<file path="src/rtl/writeback_unit_if.sv">
// Execute/memory to register-file write port bundle for writeback_unit.
// The master side drives execute and memory inputs; the slave side is the writeback block.
interface writeback_unit_if #(
    parameter int DATAW = 32,
    parameter int ADDRW = $clog2(DATAW)
);
    logic             ex_valid;
    logic             ex_ready;
    logic             ex_is_load;
    logic [2:0]       ex_funct3;
    logic [ADDRW-1:0] ex_rd;
    logic [DATAW-1:0] ex_result;
    logic             mem_rvalid;
    logic [DATAW-1:0] mem_rdata;
    logic             write_enable;
    logic [ADDRW-1:0] addr_rd;
    logic [DATAW-1:0] data_rd;
    logic             fwd_valid;
    logic [ADDRW-1:0] fwd_addr;
    logic [DATAW-1:0] fwd_data;
    logic             load_fault;

    modport master (
        output ex_valid, ex_is_load, ex_funct3, ex_rd, ex_result, mem_rvalid, mem_rdata,
        input  ex_ready, write_enable, addr_rd, data_rd, fwd_valid, fwd_addr, fwd_data,
               load_fault
    );

    modport slave (
        input  ex_valid, ex_is_load, ex_funct3, ex_rd, ex_result, mem_rvalid, mem_rdata,
        output ex_ready, write_enable, addr_rd, data_rd, fwd_valid, fwd_addr, fwd_data,
               load_fault
    );
endinterface

</file>
<file path="src/rtl/writeback_unit.sv">
// Register-file write driver: ALU results and formatted RV32 loads, with a one-cycle
// forwarding copy of the last write and a fault pulse for bad or timed-out loads.
module writeback_unit #(
    parameter int DATAW   = 32,
    parameter int ADDRW   = $clog2(DATAW),
    parameter int TIMEOUT = 255
) (
    input logic             clock,
    input logic             reset,
    writeback_unit_if.slave bus
);
    localparam int CNTW = $clog2(TIMEOUT + 1);

    typedef enum logic {IDLE, WAIT_MEM} state_t;

    state_t           state_q, state_d;
    logic [CNTW-1:0]  cnt_q, cnt_d;
    logic [ADDRW-1:0] ld_rd_q, ld_rd_d;
    logic [2:0]       ld_f3_q, ld_f3_d;
    logic [1:0]       ld_off_q, ld_off_d;
    logic             write_enable_q, write_enable_d;
    logic [ADDRW-1:0] addr_rd_q, addr_rd_d;
    logic [DATAW-1:0] data_rd_q, data_rd_d;
    logic             fwd_valid_q, fwd_valid_d;
    logic [ADDRW-1:0] fwd_addr_q, fwd_addr_d;
    logic [DATAW-1:0] fwd_data_q, fwd_data_d;
    logic             load_fault_q, load_fault_d;

    logic             ld_bad;
    logic [7:0]       ld_byte;
    logic [15:0]      ld_half;
    logic [DATAW-1:0] ld_data;

    // Illegal funct3 or misaligned address, judged at accept time.
    always_comb begin
        ld_bad = 1'b0;
        case (bus.ex_funct3)
            3'b000, 3'b100: ld_bad = 1'b0;
            3'b001, 3'b101: ld_bad = bus.ex_result[0];
            3'b010:         ld_bad = |bus.ex_result[1:0];
            default:        ld_bad = 1'b1;
        endcase
    end

    always_comb begin
        ld_byte = bus.mem_rdata[7:0];
        case (ld_off_q)
            2'd0: ld_byte = bus.mem_rdata[7:0];
            2'd1: ld_byte = bus.mem_rdata[15:8];
            2'd2: ld_byte = bus.mem_rdata[23:16];
            2'd3: ld_byte = bus.mem_rdata[31:24];
            default: ld_byte = bus.mem_rdata[7:0];
        endcase
        ld_half = ld_off_q[1] ? bus.mem_rdata[31:16] : bus.mem_rdata[15:0];
        case (ld_f3_q)
            3'b000:  ld_data = {{(DATAW-8){ld_byte[7]}}, ld_byte};
            3'b100:  ld_data = {{(DATAW-8){1'b0}}, ld_byte};
            3'b001:  ld_data = {{(DATAW-16){ld_half[15]}}, ld_half};
            3'b101:  ld_data = {{(DATAW-16){1'b0}}, ld_half};
            default: ld_data = bus.mem_rdata;
        endcase
    end

    always_comb begin
        state_d        = state_q;
        cnt_d          = cnt_q;
        ld_rd_d        = ld_rd_q;
        ld_f3_d        = ld_f3_q;
        ld_off_d       = ld_off_q;
        write_enable_d = 1'b0;
        addr_rd_d      = addr_rd_q;
        data_rd_d      = data_rd_q;
        load_fault_d   = 1'b0;
        fwd_valid_d    = write_enable_q;
        fwd_addr_d     = write_enable_q ? addr_rd_q : fwd_addr_q;
        fwd_data_d     = write_enable_q ? data_rd_q : fwd_data_q;

        case (state_q)
            IDLE: begin
                if (bus.ex_valid) begin
                    if (!bus.ex_is_load) begin
                        if (bus.ex_rd != '0) begin
                            write_enable_d = 1'b1;
                            addr_rd_d      = bus.ex_rd;
                            data_rd_d      = bus.ex_result;
                        end
                    end else if (ld_bad) begin
                        load_fault_d = 1'b1;
                    end else begin
                        ld_rd_d  = bus.ex_rd;
                        ld_f3_d  = bus.ex_funct3;
                        ld_off_d = bus.ex_result[1:0];
                        cnt_d    = '0;
                        state_d  = WAIT_MEM;
                    end
                end
            end
            WAIT_MEM: begin
                // A response arriving on the timeout cycle still completes the load.
                if (bus.mem_rvalid) begin
                    if (ld_rd_q != '0) begin
                        write_enable_d = 1'b1;
                        addr_rd_d      = ld_rd_q;
                        data_rd_d      = ld_data;
                    end
                    cnt_d   = '0;
                    state_d = IDLE;
                end else if (cnt_q == CNTW'(TIMEOUT)) begin
                    load_fault_d = 1'b1;
                    cnt_d        = '0;
                    state_d      = IDLE;
                end else begin
                    cnt_d = cnt_q + CNTW'(1);
                end
            end
            default: state_d = IDLE;
        endcase
    end

    always_ff @(posedge clock or posedge reset) begin
        if (reset) begin
            state_q        <= IDLE;
            cnt_q          <= '0;
            ld_rd_q        <= '0;
            ld_f3_q        <= '0;
            ld_off_q       <= '0;
            write_enable_q <= 1'b0;
            addr_rd_q      <= '0;
            data_rd_q      <= '0;
            fwd_valid_q    <= 1'b0;
            fwd_addr_q     <= '0;
            fwd_data_q     <= '0;
            load_fault_q   <= 1'b0;
        end else begin
            state_q        <= state_d;
            cnt_q          <= cnt_d;
            ld_rd_q        <= ld_rd_d;
            ld_f3_q        <= ld_f3_d;
            ld_off_q       <= ld_off_d;
            write_enable_q <= write_enable_d;
            addr_rd_q      <= addr_rd_d;
            data_rd_q      <= data_rd_d;
            fwd_valid_q    <= fwd_valid_d;
            fwd_addr_q     <= fwd_addr_d;
            fwd_data_q     <= fwd_data_d;
            load_fault_q   <= load_fault_d;
        end
    end

    assign bus.ex_ready     = (state_q == IDLE);
    assign bus.write_enable = write_enable_q;
    assign bus.addr_rd      = addr_rd_q;
    assign bus.data_rd      = data_rd_q;
    assign bus.fwd_valid    = fwd_valid_q;
    assign bus.fwd_addr     = fwd_addr_q;
    assign bus.fwd_data     = fwd_data_q;
    assign bus.load_fault   = load_fault_q;
endmodule

</file>
<file path="src/flat_wrapper.sv">
// flat-port wrapper written by rule: the top's interface ports become plain ports
module writeback_unit_flat 
#(
    parameter int DATAW   = 32,
    parameter int ADDRW   = $clog2(DATAW),
    parameter int TIMEOUT = 255
)
  (clock, reset, bus_ex_valid, bus_ex_is_load, bus_ex_funct3, bus_ex_rd, bus_ex_result, bus_mem_rvalid, bus_mem_rdata, bus_ex_ready, bus_write_enable, bus_addr_rd, bus_data_rd, bus_fwd_valid, bus_fwd_addr, bus_fwd_data, bus_load_fault);
  writeback_unit_if #(.DATAW(DATAW), .ADDRW(ADDRW)) bus_i ();
  input logic clock;
  input logic reset;
  input wire logic [$bits(bus_i.ex_valid)-1:0] bus_ex_valid;
  input wire logic [$bits(bus_i.ex_is_load)-1:0] bus_ex_is_load;
  input wire logic [$bits(bus_i.ex_funct3)-1:0] bus_ex_funct3;
  input wire logic [$bits(bus_i.ex_rd)-1:0] bus_ex_rd;
  input wire logic [$bits(bus_i.ex_result)-1:0] bus_ex_result;
  input wire logic [$bits(bus_i.mem_rvalid)-1:0] bus_mem_rvalid;
  input wire logic [$bits(bus_i.mem_rdata)-1:0] bus_mem_rdata;
  output wire logic [$bits(bus_i.ex_ready)-1:0] bus_ex_ready;
  output wire logic [$bits(bus_i.write_enable)-1:0] bus_write_enable;
  output wire logic [$bits(bus_i.addr_rd)-1:0] bus_addr_rd;
  output wire logic [$bits(bus_i.data_rd)-1:0] bus_data_rd;
  output wire logic [$bits(bus_i.fwd_valid)-1:0] bus_fwd_valid;
  output wire logic [$bits(bus_i.fwd_addr)-1:0] bus_fwd_addr;
  output wire logic [$bits(bus_i.fwd_data)-1:0] bus_fwd_data;
  output wire logic [$bits(bus_i.load_fault)-1:0] bus_load_fault;
  assign bus_i.ex_valid = bus_ex_valid;
  assign bus_i.ex_is_load = bus_ex_is_load;
  assign bus_i.ex_funct3 = bus_ex_funct3;
  assign bus_i.ex_rd = bus_ex_rd;
  assign bus_i.ex_result = bus_ex_result;
  assign bus_i.mem_rvalid = bus_mem_rvalid;
  assign bus_i.mem_rdata = bus_mem_rdata;
  assign bus_ex_ready = bus_i.ex_ready;
  assign bus_write_enable = bus_i.write_enable;
  assign bus_addr_rd = bus_i.addr_rd;
  assign bus_data_rd = bus_i.data_rd;
  assign bus_fwd_valid = bus_i.fwd_valid;
  assign bus_fwd_addr = bus_i.fwd_addr;
  assign bus_fwd_data = bus_i.fwd_data;
  assign bus_load_fault = bus_i.load_fault;
  writeback_unit #(.DATAW(DATAW), .ADDRW(ADDRW), .TIMEOUT(TIMEOUT)) u_core (.clock(clock), .reset(reset), .bus(bus_i));
endmodule
</file>
<file path="config.mk">
export PLATFORM = sky130hd
export DESIGN_NAME = writeback_unit_flat
export DESIGN_NICKNAME = d
export VERILOG_FILES = /design/src/rtl/writeback_unit_if.sv /design/src/rtl/writeback_unit.sv /design/src/flat_wrapper.sv
export SDC_FILE = /design/constraint.sdc
export NUM_CORES = 1
export LEC_CHECK = 0
export CORE_ASPECT_RATIO = 0.75
export CORE_MARGIN = 1.5
export CORE_UTILIZATION = 47
export DETAILED_ROUTE_END_ITERATION = 6
export PLACE_DENSITY = 0.87
export SLEW_MARGIN = 20
export SYNTH_ARGS = -nofsm -noshare
export SYNTH_HDL_FRONTEND = slang
export SYNTH_SLANG_ARGS = --single-unit
</file>
<file path="constraint.sdc">
create_clock -name clock -period 3.51 [get_ports clock]
set_clock_uncertainty 0.2 [all_clocks]
set_input_delay 0.351 -clock clock [delete_from_list [all_inputs] [get_ports clock]]
set_output_delay 0.351 -clock clock [all_outputs]
set_load 0.02 [all_outputs]
</file>
* After elaboration in Yosys (flattened, before gate mapping)
Index checks and enable logic that the tools add are counted.
** Word-level totals
- Register bits after elaboration :: 96
- Latch bits :: 0
- Memory bits (writable) :: 0
- Memory bits (read-only) :: 0
- Input bits :: 77
- Output and inout port bits :: 78
- Logic and storage cells :: 84
- Memories kept :: 0
** Cells by class
- Add/sub/neg operators :: 1
- Multiply operators :: 0
- Div/mod/pow operators :: 0
- Order comparisons :: 0
- Eq/ne operators :: 18
- Shift-type cells :: 0
- Mux-type cells :: 40
- Bitwise logic cells :: 2
- Reductions and logical operators :: 11
** Operators with widths (count)
- $mux 32 :: 5
- $pmux 32 s4 :: 1
- $pmux 32 s2 :: 1
- $mux 8 :: 5
- $pmux 8 s4 :: 1
- $mux 5 :: 5
- $mux 16 :: 1
- $pmux 8 s2 :: 1
- $mux 1 :: 15
- $eq 3x3->1 const B :: 4
- $ne 2x2->1 const B :: 6
- $pmux 5 s2 :: 1
- $reduce_bool 5->1 :: 2
- $add 8x1->8 const B :: 1
- $eq 8x8->1 const B :: 1
- $eq 3x1->1 const B :: 2
- $logic_not 3->1 :: 2
- $pmux 1 s2 :: 3
- $reduce_or 2->1 :: 3
- $reduce_and 5->1 :: 1
- $eq 2x2->1 const B :: 2
- $reduce_and 4->1 :: 1
- $eq 3x2->1 const B :: 1
- $pmux 1 s3 :: 1
- 5 further kinds :: 6

* Longest topological paths before layout
Gate-level depths: netlist of the first run.
- Depth after elaboration :: 7
- Mapped depth :: 7
- Gate-level depth less buffers :: 5

* Worst setup path before layout of the first run
No wires, ideal clock.
- Path kind :: register to register
- Start :: reg u_core.ld_rd_q[1]
- End :: reg u_core.data_rd_q[10] (netlist: u_core.bus.data_rd[10])
- Setup time :: 0.125 ns
- Data arrival time :: 1.642 ns
- Required time :: 3.185 ns
- Slack :: 1.543 ns
- Cell stages (with the launch flop) :: 7
- Path buffers :: 2
- Clock period less this slack :: 1.967 ns
- Cells stage by stage :: dfrtp_1 -> or4_1 -> o21ai_1 -> o21ai_1 -> buf_6 -> buf_6 -> mux2_4
** Between the ends
- Longest elaborated chain between the ends :: 3
** RTL lines
- from (decl) :: line writeback_unit.sv:18 : logic [ADDRW-1:0] ld_rd_q, ld_rd_d;
- from (signal assigned) :: line writeback_unit.sv:137 : ld_rd_q <= ld_rd_d;
- $reduce_bool 5->1 :: line writeback_unit.sv:101 : if (ld_rd_q != '0) begin
- $ne 2x2->1 (no source line)
- $reduce_and 5->1 (no source line)
- to (signal assigned) :: line writeback_unit.sv:142 : data_rd_q <= data_rd_d;
- to (decl) :: line writeback_unit.sv:23 : logic [DATAW-1:0] data_rd_q, data_rd_d;
No other way between the ends.
A chain may end at the register's enable or synchronous reset.

* Worst setup path after layout of the first run
- Start :: reg u_core.ld_off_q[1]
- End :: reg u_core.data_rd_q[15] (netlist: u_core.bus.data_rd[15])
** Between the ends
- Longest elaborated chain between the ends :: 6
- Elaborated cells on any way between the ends :: 10
- Those cells by class :: 3 x eq/ne; 6 x mux; 1 x reduce/logical
** RTL lines
- from (decl) :: line writeback_unit.sv:20 : logic [1:0] ld_off_q, ld_off_d;
- from (signal assigned) :: line writeback_unit.sv:139 : ld_off_q <= ld_off_d;
- $eq 2x2->1 (tied with other cells) :: line writeback_unit.sv:47 : case (ld_off_q)
- $pmux 8 s4 :: line writeback_unit.sv:47
- $pmux 32 s4 (*) :: line writeback_unit.sv:55 : case (ld_f3_q)
- $mux 32 (*) :: line writeback_unit.sv:101
- $mux 32 (*) :: line writeback_unit.sv:100 : if (bus.mem_rvalid) begin
- $pmux 32 s2 (*) :: line writeback_unit.sv:78 : case (state_q)
Every way passes the cells marked *; elsewhere a longest branch is shown, timed or not. The select of a mux whose other input is x is not followed.

==> results.yml, run 1 <==
outcome:
  status: "completed"
clock_tree:
  insertion_delay_ns: 0.34
  cts_made_buffers: 9
  clockRootBuffer: "clkbuf_16"
  cts_hold_buf: 0
  postCtsSetupRepairBufs: 0
  cts_sinks: 96
  clockBufferDepth: 2
  h-tree-depth: 3
  cts_tree: "built"
  cts-resized-gates: 0
  clkTransAtPathRegs_ns: 0.07
setup_path:
  critPathMaxStageDelay_ns: 1.04
  cp_max_fo: 32
  crit_required_ns: 3.54
  crit_path_start_kind: "flip-flop"
  crit_end: "u_core.bus.data_rd[15]"
  worstSetupPathType: "flip-flop to flip-flop"
  cp.arrival_ns: 2.66
  cp-end-kind: "flip-flop"
  reg2reg_from: "u_core.ld_off_q[1]"
  startpoint: "u_core.ld_off_q[1]"
  path_delay_family: "flip-flops"
  slowest_stage: "dfrtp_1"
  cp_cell_sequence: "mux4_2, a21oi_1, a21oi_1, mux2_1"
  timing.critical_path.mode_cell: "a21oi_1"
  worstPathBufferInverterCount: 0
  cp_num_cells: 4
  r2r-end: "u_core.bus.data_rd[15]"
  worstRegToRegCells: 4
  rrSetupSlack_ns: 0.88
synthesis:
  synth_area_sq_um: 4841
  ys.flop_type: "dfrtp_1"
  synthDistinctLibCells: 52
  synth-edff-count: 0
  syn_inst: 399
  synth-seq-cells: 96
  synth_area_per_cell_sq_um: 12.13
  ys_warn_count: 0
  synth_mux_area_share_pct: 24.79
  synthAdderAreaFrac_pct: 0.2585
  synth_top_family_by_area: "multiplexers"
  synth_nets: 477
  synthArstFlopShare_pct: 100.0
  synthSimpleGateAreaFrac_pct: 8.736
  seq_area_frac_synth_pct: 49.63
  synth_xor_area_share_pct: 0.1809
  synth-compound-area-share_pct: 13.23
drt:
  wirelength_um: 13940
  dr_wl_met3_um: 1096
  wl_per_cell_um: 20.56
  antenna_left: 0
  first_iter_violations: 303
  routed.top_layer: "met4"
  first_pass_iters: 6
  wl_met2_um: 6597
  via_per_inst: 5.822
  drc: 0
  wl_met1_um: 5862
  num_vias: 3947
floorplanning:
  fp.dieW_um: 120.2
  die_h_um: 90.89
  coreArea_sq_um: 9852
  rows: 31
  pin_count: 155
  die_area_sq_um: 10920
  start_util_pct: 49.14
grt:
  grt_first_pass_wirelength_um: 22140
  antenna_found_initial: 0
  overflow: 0
  grt_usage_pct: 26.50
  grt_pass1_vias: 4101
  grt_max_degree: 50
sta:
  fin_crit_sh_pct: 75.01
  max_slew_margin_pct: 29.79
  min_period_ns: 2.633
  final_hold_viol_count: 0
  worstMarginPinSlew_ns: 1.053
  hold_ws_ns: 0.2442
  finalSetupTns_ns: 0
  finalSetupViolCount: 0
  rsz0062_at_grt: "false"
  finalMaxSlewViolations: 0
  fmax_ghz: 0.3798
power_and_ir_drop:
  pwr-share-comb_pct: 42.3
  irDropWorstVdd_v: 0.0005402
  intPower_mw: 3.321
  p_sw_mw: 1.760
  power_frac_seq_pct: 36.8
  p_leak_nw: 2.763
  pwr_density_cell_nw_per_um2: 747.5
  p_clk_share_pct: 20.9
  switching_share_pct: 34.64
placed_design:
  place_congestion: 0.8516
  hpwlAfterDp_um: 9874
  port_buffers: 154
layout:
  n_antenna_cell: 0
  layout-drive-gt1-share_pct: 22.71
  num-nets-final: 619
  final_cell_mix: "clkdlybuf4s50_1, dfrtp_1, mux2_2"
  synthToLayoutAreaGrowth_pct: 40.42
  final_common_cell: "clkdlybuf4s50_1"
  fin_util_pct: 69.00
flow_run:
  drv_cap: 0
min_path:
  min_path_type: "primary input to async pin"
-- per-layer routing --
layer / vias up / global-route usage (%)
met5: - / 0
met3: 34 / 6.439
met4: 0 / 10.02
met2: 189 / 41.95
met1: 1953 / 35.25
li1: 1771 / -
-- stage by stage --
stage                     cells  area (sq um)  power (mW)  setup slack (ns)
final                       678          6798       5.081            0.8773
after global routing        678          6798       5.334            0.7304
after CTS                   678          6798       5.112            0.8971
after detailed placement    662          6477       4.027            0.6872
after global placement      662          6477       3.955            0.7233
after floorplan             399          4841       2.973            0.4536
-- sequential cells by signal, summed over array words and instances (netlist names) --
name                     count
u_core.ld_off_q              2
u_core.bus.fwd_valid         1
u_core.cnt_q                 8
u_core.bus.fwd_data         32
u_core.ld_f3_q               3
u_core.bus.write_enable      1
u_core.bus.data_rd          32
u_core.bus.fwd_addr          5
u_core.ld_rd_q               5
u_core.bus.addr_rd           5
u_core.bus.load_fault        1
u_core.state_q               1
-- worst min path at each step --
stage / startpoint / end / slack, ns
2_1_floorplan: u_core.cnt_q[4] / u_core.cnt_q[4] / 0.26
3_3_place_gp: u_core.cnt_q[4] / u_core.cnt_q[4] / 0.29
3_5_place_dp: u_core.bus.fwd_data[10] / u_core.bus.fwd_data[10] / 0.29
4_1_cts: reset / u_core.bus.fwd_addr[2] / 0.27
5_1_grt: reset / u_core.bus.addr_rd[4] / 0.31
6_report: reset / u_core.bus.addr_rd[2] / 0.24
-- Yosys cell counts, types with 4 or more instances --
| library cell | n | area (sq um) |
|---|---|---|
| mux2_4 | 18 | 270.3 |
| nor3b_1 | 7 | 52.55 |
| and3b_1 | 7 | 61.31 |
| o21ai_0 | 38 | 190.2 |
| dfrtp_1 | 96 | 2402 |
| nand2_1 | 13 | 48.80 |
| a32o_1 | 5 | 50.05 |
| a22oi_1 | 17 | 127.6 |
| buf_2 | 6 | 30.03 |
| a21oi_1 | 5 | 25.02 |
| nand3_1 | 4 | 20.02 |
| clkbuf_1 | 18 | 67.56 |
| nor2_1 | 15 | 56.30 |
| mux2_2 | 75 | 844.6 |
| inv_1 | 4 | 15.01 |
| a211oi_1 | 6 | 45.04 |
| nand2b_1 | 11 | 68.82 |
| o2bb2ai_1 | 6 | 52.55 |
| mux2i_1 | 4 | 40.04 |
-- kinds of logic (layout without fill, tap and decap cells) --
family,Yosys count,after routing
mux,100,100
simple gates,73,73
xor+xnor,1,1
fa+ha+maj,1,1
buf+inv,33,180
compound gates,95,95
flops,96,96
-- worst reg2reg max path, stage by stage, from the launching register on --
cell	delay, ns
dfrtp_1	1.04
mux4_2	0.63
a21oi_1	0.25
a21oi_1	0.09
mux2_1	0.30
-- power groups by stage --
stage | combinational, mW | clock, mW | sequential (mW)
floorplan | 0.764 | 0 | 2.21
global placement | 2.11 | 0 | 1.85
detailed placement | 2.15 | 0 | 1.88
CTS | 2.17 | 1.08 | 1.87
global route | 2.28 | 1.12 | 1.94
finish | 2.15 | 1.06 | 1.87
-- final cells by class --
| cell class | count | area, sq um |
|---|---|---|
| Inverter | 5 | 21.27 |
| Clock buffer | 9 | 225.2 |
| Multi-Input combinational cell | 270 | 2296 |
| Fill cell | 725 | 3054 |
| Tap cell | 132 | 165.2 |
| Timing Repair Buffer | 159 | 1592 |
| Clock inverter | 7 | 95.09 |
| Sequential cell | 96 | 2404 |
No activity file was read; power rests on OpenSTA's default activity.
==> inputs of run 2 (changes only) <==
--- a/config.mk
+++ b/config.mk
@@ -7,9 +7,9 @@
 export LEC_CHECK = 0
 export CORE_ASPECT_RATIO = 0.75
 export CORE_MARGIN = 1.5
-export CORE_UTILIZATION = 47
+export CORE_UTILIZATION = 42
 export DETAILED_ROUTE_END_ITERATION = 6
-export PLACE_DENSITY = 0.87
+export PLACE_DENSITY = 0.83
 export SLEW_MARGIN = 20
 export SYNTH_ARGS = -nofsm -noshare
 export SYNTH_HDL_FRONTEND = slang
==> constraint.sdc (replaced) <==
create_clock -name clock -period 2.4 [get_ports clock]
set_clock_uncertainty 0.2 [all_clocks]
set_input_delay 0.24 -clock clock [delete_from_list [all_inputs] [get_ports clock]]
set_output_delay 0.24 -clock clock [all_outputs]
set_load 0.02 [all_outputs]
==> results.yml, run 2 (synthesis results as in run 1) <==
power_and_ir_drop:
  pwr_density_cell_nw_per_um2: 1068
  p_leak_nw: 2.810
  irDropWorstVdd_v: 0.0006253
setup_path:
  reg2reg_from: "u_core.state_q"
  cp-end-kind: "flip-flop"
  worstRegToRegCells: 6
  rrSetupSlack_ns: 0.26
  cp.arrival_ns: 2.17
  crit_required_ns: 2.43
  crit_path_start_kind: "flip-flop"
  startpoint: "u_core.state_q"
  r2r-end: "u_core.bus.data_rd[23]"
  worstSetupPathType: "flip-flop to flip-flop"
  cp_max_fo: 24
drt:
  first_iter_violations: 333
  wirelength_um: 13840
  num_vias: 3992
  via_per_inst: 5.744
  wl_per_cell_um: 19.91
  first_pass_iters: 6
  antenna_left: 0
  drc: 0
layout:
  final_common_cell: "clkdlybuf4s50_1"
  layout-drive-gt1-share_pct: 23.96
  fillCellCount: 844
  instances_no_fill: 695
  final_cell_mix: "clkdlybuf4s50_1, dfrtp_1, mux2_2"
  n_antenna_cell: 0
  num-nets-final: 629
  synthToLayoutAreaGrowth_pct: 42.52
clock_tree:
  h-tree-depth: 3
  insertion_delay_ns: 0.35
  cts_tree: "built"
  postCtsSetupRepairBufs: 0
  clockRootBuffer: "clkbuf_16"
  cts_made_buffers: 9
  clockBufferDepth: 2
  cts_sinks: 96
  clkTransAtPathRegs_ns: 0.07
placed_design:
  hpwlAfterDp_um: 10360
  place_congestion: 0.8410
  port_buffers: 154
  placedCellCount: 680
grt:
  grt_max_degree: 97
  grt_pass1_vias: 3940
  grt_usage_pct: 23.18
  antenna_found_initial: 0
  grt_first_pass_wirelength_um: 21540
  overflow: 0
sta:
  fin_crit_sh_pct: 89.00
  max_slew_margin_pct: 58.69
  finalSetupViolCount: 0
  rsz0062_at_grt: "false"
  finalSetupTns_ns: 0
  worstMarginPinSlew_ns: 0.6197
  final_hold_viol_count: 0
  finalMaxSlewViolations: 0
  fmax_ghz: 0.4681
  min_period_ns: 2.136
floorplanning:
  die_area_sq_um: 12190
  fp.dieW_um: 127.0
  coreArea_sq_um: 11070
  rows: 33
  pin_count: 155
  start_util_pct: 43.75
  die_h_um: 95.98
min_path:
  min_path_type: "primary input to async pin"
flow_run:
  drv_cap: 0
outcome:
  status: "completed"
run 2: worst max-delay path: stages (launching register included):
cell      delay [ns]
dfrtp_1         0.45
buf_12          0.19
clkinv_1        0.26
buf_4           0.30
a22oi_1         0.22
o21ai_0         0.12
mux2_2          0.27
run 2: report_power, final:
| part | total (mW) | internal (mW) | switching [mW] |
|---|---|---|---|
| Combinational | 3.25 | 1.78 | 1.48 |
| Clock | 1.45 | 0.830 | 0.616 |
| Sequential | 2.67 | 2.21 | 0.459 |
| Total | 7.37 | 4.82 | 2.55 |
run 2: layer usage:
| layer | track usage, % | wire length [um] | up-vias |
|---|---|---|---|
| met3 | 6.281 | 1007 | 19 |
| li1 | - | - | 1790 |
| met1 | 30.74 | 6127 | 2010 |
| met2 | 38.36 | 6537 | 173 |
| met4 | 5.303 | 164 | 0 |
| met5 | 0 | 0 | - |
run 2: layout make-up:
type	instances	area [sq um]	area share, %
tap	140	175.2	2.539
multi-input combinational	270	2296	33.28
sequential	96	2404	34.84
clock buffer	10	239.0	3.464
timing repair buffer	169	1707	24.74
clock inverter	5	56.30	0.8161
inverter	5	22.52	0.3264
run 2: metrics by stage:
stage / setup slack [ns] / hold WS (ns) / power, mW / util (%) / instance area (sq um)
4_1_cts: 0.05979 / 0.2036 / 7.422 / 62.32 / 6897
3_5_place_dp: 0.04594 / 0.2924 / 5.956 / 59.66 / 6601
6_report: 0.2639 / 0.1805 / 7.369 / 62.35 / 6899
2_1_floorplan: 0.4329 / 0.1905 / 4.348 / - / 4845
3_3_place_gp: 0.09961 / 0.2876 / 5.839 / 59.66 / 6601
5_1_grt: 0.1217 / 0.2722 / 7.734 / 62.35 / 6899
run 2: what timing repair did:
| action | in CTS | in global routing |
|---|---|---|
| setup endpoints to repair | 0 | 1 |
| resized for setup | 0 | 1 |
| hold buffers | 0 | 0 |
run 2: how the worst max path moves through the flow:
stage | end | slack [ns] | cells past startpoint
4_1_cts | bus_ex_ready | 0.06 | 3
3_3_place_gp | u_core.bus.addr_rd[4] | 0.1 | 6
5_1_grt | u_core.bus.data_rd[20] | 0.12 | 6
3_5_place_dp | u_core.bus.data_rd[11] | 0.05 | 6
6_report | u_core.bus.data_rd[23] | 0.26 | 6
2_1_floorplan | u_core.bus.data_rd[10] | 0.43 | 6
